--- src/rtl/cpu_pkg.sv ---
// Shared CPU definitions: register file defaults and common register typedefs.
package cpu_pkg;

    localparam int unsigned REG_DATA_W   = 32;
    localparam int unsigned REG_NUM      = 32;
    localparam int unsigned REG_ADDR_W   = $clog2(REG_NUM);
    localparam int unsigned ZERO_REG_IDX = 0;

    typedef logic [REG_ADDR_W-1:0] reg_addr_t;
    typedef logic [REG_DATA_W-1:0] reg_data_t;

endpackage

--- src/rtl/regfile_rd_port.sv ---
// One combinational register file read port: write-back bypass, zero-register and reset masking.
module regfile_rd_port
    import cpu_pkg::*;
#(
    parameter int unsigned DATA_W   = REG_DATA_W,
    parameter int unsigned ADDR_W   = REG_ADDR_W,
    parameter int unsigned ZERO_REG = 1
) (
    input  logic              rst_i,
    input  logic [ADDR_W-1:0] addr_i,
    input  logic              wa_en_i,
    input  logic [ADDR_W-1:0] wa_addr_i,
    input  logic [DATA_W-1:0] wa_data_i,
    input  logic              wb_en_i,
    input  logic [ADDR_W-1:0] wb_addr_i,
    input  logic [DATA_W-1:0] wb_data_i,
    input  logic [DATA_W-1:0] mem_data_i,
    input  logic              busy_i,
    output logic [DATA_W-1:0] rd_data_o,
    output logic              rd_busy_o
);

    localparam bit ZERO_EN = (ZERO_REG != 0);

    always_comb begin
        rd_data_o = mem_data_i;
        rd_busy_o = busy_i;
        // Port B is checked first so it wins an A/B collision, matching the stored result.
        if (wb_en_i && (addr_i == wb_addr_i)) begin
            rd_data_o = wb_data_i;
            rd_busy_o = 1'b0;
        end else if (wa_en_i && (addr_i == wa_addr_i)) begin
            rd_data_o = wa_data_i;
            rd_busy_o = 1'b0;
        end
        if (rst_i || (ZERO_EN && (addr_i == ADDR_W'(ZERO_REG_IDX)))) begin
            rd_data_o = '0;
            rd_busy_o = 1'b0;
        end
    end

endmodule

--- src/rtl/regfile_sb.sv ---
// Parametrised register file with dual write-back, bypassed read ports and a busy scoreboard.
module regfile_sb
    import cpu_pkg::*;
#(
    parameter int unsigned DATA_W   = REG_DATA_W,
    parameter int unsigned NUM_REGS = REG_NUM,
    parameter int unsigned ADDR_W   = $clog2(NUM_REGS),
    parameter int unsigned NUM_RD   = 2,
    parameter int unsigned ZERO_REG = 1
) (
    input  logic                     clk_i,
    input  logic                     rst_i,
    input  logic [NUM_RD*ADDR_W-1:0] rd_addr_i,
    output logic [NUM_RD*DATA_W-1:0] rd_data_o,
    output logic [NUM_RD-1:0]        rd_busy_o,
    input  logic                     wa_en_i,
    input  logic [ADDR_W-1:0]        wa_addr_i,
    input  logic [DATA_W-1:0]        wa_data_i,
    input  logic                     wb_en_i,
    input  logic [ADDR_W-1:0]        wb_addr_i,
    input  logic [DATA_W-1:0]        wb_data_i,
    input  logic                     iss_en_i,
    input  logic [ADDR_W-1:0]        iss_addr_i,
    output logic [ADDR_W:0]          busy_cnt_o
);

    localparam bit          ZERO_EN = (ZERO_REG != 0);
    localparam int unsigned CNT_W   = ADDR_W + 1;

    logic [DATA_W-1:0]   r_mem [NUM_REGS];
    logic [NUM_REGS-1:0] r_busy;
    logic [CNT_W-1:0]    r_busy_cnt;

    logic [NUM_REGS-1:0] w_busy_d;
    logic [CNT_W-1:0]    w_busy_cnt_d;
    logic                w_wa_we;
    logic                w_wb_we;
    logic                w_iss_we;
    logic                w_inc;
    logic                w_dec_a;
    logic                w_dec_b;

    // Effective enables: anything aimed at the hardwired zero register is dropped.
    assign w_wa_we  = wa_en_i  && !(ZERO_EN && (wa_addr_i  == ADDR_W'(ZERO_REG_IDX)));
    assign w_wb_we  = wb_en_i  && !(ZERO_EN && (wb_addr_i  == ADDR_W'(ZERO_REG_IDX)));
    assign w_iss_we = iss_en_i && !(ZERO_EN && (iss_addr_i == ADDR_W'(ZERO_REG_IDX)));

    always_comb begin
        w_busy_d = r_busy;
        if (w_wa_we) begin
            w_busy_d[wa_addr_i] = 1'b0;
        end
        if (w_wb_we) begin
            w_busy_d[wb_addr_i] = 1'b0;
        end
        if (w_iss_we) begin
            w_busy_d[iss_addr_i] = 1'b1;
        end
    end

    // B's clear is not counted again when A already clears the same bit.
    assign w_inc   = w_iss_we && !r_busy[iss_addr_i];
    assign w_dec_a = w_wa_we && r_busy[wa_addr_i] && !(w_iss_we && (iss_addr_i == wa_addr_i));
    assign w_dec_b = w_wb_we && r_busy[wb_addr_i] && !(w_iss_we && (iss_addr_i == wb_addr_i))
                     && !(w_wa_we && (wa_addr_i == wb_addr_i));

    assign w_busy_cnt_d = r_busy_cnt + CNT_W'(w_inc) - CNT_W'(w_dec_a) - CNT_W'(w_dec_b);

    always_ff @(posedge clk_i or posedge rst_i) begin
        if (rst_i) begin
            for (int i = 0; i < NUM_REGS; i++) begin
                r_mem[i] <= '0;
            end
            r_busy     <= '0;
            r_busy_cnt <= '0;
        end else begin
            if (w_wa_we) begin
                r_mem[wa_addr_i] <= wa_data_i;
            end
            // Later assignment takes effect, so B wins an address collision.
            if (w_wb_we) begin
                r_mem[wb_addr_i] <= wb_data_i;
            end
            r_busy     <= w_busy_d;
            r_busy_cnt <= w_busy_cnt_d;
        end
    end

    assign busy_cnt_o = r_busy_cnt;

    for (genvar k = 0; k < NUM_RD; k++) begin : g_rd
        logic [ADDR_W-1:0] w_addr;
        assign w_addr = rd_addr_i[k*ADDR_W +: ADDR_W];

        regfile_rd_port #(
            .DATA_W   (DATA_W),
            .ADDR_W   (ADDR_W),
            .ZERO_REG (ZERO_REG)
        ) u_rd_port (
            .rst_i      (rst_i),
            .addr_i     (w_addr),
            .wa_en_i    (w_wa_we),
            .wa_addr_i  (wa_addr_i),
            .wa_data_i  (wa_data_i),
            .wb_en_i    (w_wb_we),
            .wb_addr_i  (wb_addr_i),
            .wb_data_i  (wb_data_i),
            .mem_data_i (r_mem[w_addr]),
            .busy_i     (r_busy[w_addr]),
            .rd_data_o  (rd_data_o[k*DATA_W +: DATA_W]),
            .rd_busy_o  (rd_busy_o[k])
        );
    end

endmodule

--- config.mk ---
export PLATFORM = sky130hd
export DESIGN_NAME = regfile_sb
export DESIGN_NICKNAME = d
export VERILOG_FILES = /design/src/rtl/cpu_pkg.sv /design/src/rtl/regfile_rd_port.sv /design/src/rtl/regfile_sb.sv
export SDC_FILE = /design/constraint.sdc
export NUM_CORES = 2
export LEC_CHECK = 0
export ABC_CLOCK_PERIOD_IN_PS = 39900
export BUFFER_PORTS_ARGS = -buffer_cell sky130_fd_sc_hd__buf_2
export CORE_MARGIN = 1
export CORE_UTILIZATION = 40
export DETAILED_ROUTE_END_ITERATION = 12
export GPL_ROUTABILITY_DRIVEN = 0
export PLACE_DENSITY_LB_ADDON = 0.15
export SYNTH_ARGS = -nofsm -noshare
export SYNTH_HDL_FRONTEND = slang
export SYNTH_SLANG_ARGS = --single-unit
--- constraint.sdc ---
create_clock -name clk_i -period 39.9 [get_ports clk_i]
set_clock_uncertainty 0.15 [all_clocks]
set_input_delay 7.98 -clock clk_i [delete_from_list [all_inputs] [get_ports clk_i]]
set_output_delay 7.98 -clock clk_i [all_outputs]
set_load 0.01 [all_outputs]
==> impl_metrics.json <==
{
  "status": "finished, final reports clean",
  "cp_common_cell": "buf_4",
  "num-fill-cells": 16213,
  "ys.flop_type": "dfrtp_1",
  "areaGrowthSynthToFinish_pct": 8.75,
  "drive_above_1_share": 0.115,
  "critical_path.startpoint": "rd_addr_i[2]",
  "path_max_fanout": 62,
  "reg2reg_from": "r_busy[16]$_DFF_PP0_",
  "fmax_mhz": 48.1,
  "dpl-instance-area_sq_mm": 0.0703,
  "hold_path.class": "reg2reg",
  "dieArea_sq_mm": 0.173,
  "r2r-end": "busy_cnt_o[5]$_DFF_PP0_",
  "drt-initial-drc-count": 7434,
  "numCtsBuffers": 132,
  "clock_path_buffers": 3,
  "synthArstFlopShare": 1.00,
  "path_cells": "buf_8, buf_4, buf_4, mux4_2, o21ai_0, nand3_1, a211oi_1, nor3_1, buf_2",
  "avgSynthCellArea_sq_um": 9.39,
  "finalHoldViolCount": 0,
  "drc": 0,
  "yosys_warnings": 0,
  "setup_viol": 0,
  "cts_resized": 0,
  "viasPerCell": 6.42,
  "io_pins": 166,
  "crit_path_end": "rd_data_o[30]",
  "core_sq_mm": 0.170,
  "nets": 6957,
  "ys_types": 69,
  "synth_top_area_share": 0.387,
  "ir_drop_uv": 40.1,
  "synth-edff-count": 0,
  "htreeDepth": 4,
  "antenna_left": 0,
  "yosys.area.top_type": "dfrtp_1",
  "rsz0062_at_grt": "false",
  "p_per_area_mw_per_mm2": 50.1,
  "relSlewSlack": 0.0742,
  "finalCriticalPeriod_ns": 20.80,
  "antenna_found_initial": 10,
  "clk_latency_ns": 0.80,
  "worstPathArrival_ns": 12.67,
  "cts-hold-fix-buffers": 0,
  "cts_setup_buffers": 0,
  "fin_area_sq_mm": 0.0746,
  "portBuffers": 165,
  "grt_max_degree": 170,
  "gr-total-overflow": 0,
  "fin_tns_setup_ns": 0,
  "slew_viol_final": 0,
  "worst-r2r-setup-slack_ns": 35.94,
  "dp_cells": 8939,
  "cts_root_buffer": "clkbuf_16",
  "ys_seq_elements": 1062,
  "yosysSeqAreaShare": 0.387,
  "grt_util_all_layers": 0.334,
  "cts_tree": "built",
  "p_total_mw": 3.73,
  "num_rows": 151,
  "final_common_cell": "mux2i_1",
  "finalCoreUtilization": 0.439,
  "wl_per_cell_microns": 32.3,
  "cpPeakStageDelay_ns": 0.88,
  "vias": 58964,
  "dp_hpwl_microns": 169000,
  "worst_pin_slew_ns": 1.39,
  "worst_setup_path_start_kind": "input pin",
  "mostFrequentLayoutCells": "mux2i_1 (1751), dfrtp_1 (1062), nor2_1 (724)",
  "die_w_microns": 416,
  "fp.dieH_microns": 416,
  "drv_cap": 0,
  "grt_pass1_vias": 55889,
  "syn-num-nets": 7407,
  "r2r_cells": 17,
  "grt_pass1_wl_microns": 420000,
  "worstPathRequired_ns": 31.77,
  "multi_input_area_sq_mm": 0.0388,
  "synth.area.top_cells": "dfrtp_1 (39%), mux2i_1 (26%), mux4_2 (4.9%)",
  "first_pass_iters": 6,
  "start_util": 0.404,
  "finalWirelength_microns": 296000,
  "clkSinkCount": 1062,
  "synth_area_sq_mm": 0.0686,
  "synth_cells": 7305,
  "layout.area.seq_sq_mm": 0.0266,
  "fin_cells": 9181,
  "leakagePower_nw": 34.2,
  "finalCritPeriodShare": 0.521,
  "crit_type": "in2out",
  "critical_path.slowest_cell": "buf_4",
  "clkTransAtPathRegs_ns": 0.06,
  "crit_path_end_kind": "primary output"
}
## through the flow
stage / hold WS, ns / setup WS (ns)
floorplan: 0.288 / 5.88
global placement: 0.224 / 19.12
detailed placement: 0.227 / 19.11
CTS: 0.242 / 19.13
global route: 0.253 / 19.03
finish: 0.241 / 19.10
## critical path, delay by kind of cell
family / cells / cell delay, ns
muxes: 1 / 0.40
AOI/OAI and AO/OA: 2 / 1.14
buffers and inverters: 4 / 2.23
and+or+nand+nor: 2 / 0.75
## how the worst min path moves through the flow
stage | startpoint | to | slack (ns) | cells after the start
after CTS | r_mem[1014]$_DFF_PP0_ | r_mem[1014]$_DFF_PP0_ | 0.24 | 0
after floorplan | r_mem[1000]$_DFF_PP0_ | r_mem[1000]$_DFF_PP0_ | 0.29 | 1
after detailed placement | r_mem[1005]$_DFF_PP0_ | r_mem[1005]$_DFF_PP0_ | 0.23 | 0
after global placement | r_mem[999]$_DFF_PP0_ | r_mem[999]$_DFF_PP0_ | 0.22 | 0
after global routing | r_mem[1009]$_DFF_PP0_ | r_mem[1009]$_DFF_PP0_ | 0.25 | 0
final | r_mem[1012]$_DFF_PP0_ | r_mem[1012]$_DFF_PP0_ | 0.24 | 0
## flip-flops by register name, summed over array words and instances (netlist names)
| signal | cells |
|---|---|
| r_mem | 1024 |
| r_busy | 32 |
| busy_cnt_o | 6 |
## routing by layer
metal | vias up | wire length, microns | global-route usage
li1 | 25370 | - | -
met1 | 29441 | 123000 | 0.454
met2 | 3419 | 129000 | 0.499
met3 | 732 | 26800 | 0.0627
met4 | 2 | 17900 | 0.186
met5 | - | 13 | 0
## synth_stat cells (35+ instances only)
master and number:
nor3_1 139, nor2b_1 38, a221oi_1 35, mux4_2 150, a21oi_1 563, o21ai_0 526, a211oi_1 89, nor2_1 744
buf_2 199, nand2_1 596, buf_1 109, o22ai_1 277, dfrtp_1 1062, nand3_1 81, mux2i_1 1751, a22o_1 36
clkbuf_1 570
## power breakdown
group          internal (mW)  switching, mW  leakage, nW  total (mW)
Combinational          0.421          0.493         19.1       0.914
Clock                  0.704          0.518         2.09        1.22
Sequential              1.36          0.240         13.0        1.60
## cell families (layout without fill, tap and decap cells)
| kind of cell | Yosys count | after routing | share of synthesized area |
|---|---|---|---|
| adders and majority gates | 8 | 8 | 0.00168 |
| xor gates and xnor gates | 39 | 39 | 0.00498 |
| muxes | 1935 | 1935 | 0.310 |
| DFF | 1062 | 1062 | 0.387 |
| AOI/OAI and AO/OA | 1655 | 1655 | 0.139 |
| other | 0 | 7 | 0 |
| buffers and inverters | 928 | 579 | 0.0554 |
| and+or+nand+nor | 1678 | 1678 | 0.101 |
## area by class of cell
type                    count  share of cell area
multi-input cells        5315               0.520
flip-flops and latches   1062               0.356
clock buffers             206              0.0532
well taps                2218              0.0372
repair buffers            320              0.0279
clock inverters            29             0.00382
inverters                  24             0.00126
diodes                      7            0.000235
Note: power is estimated with default switching activity, not from simulation.
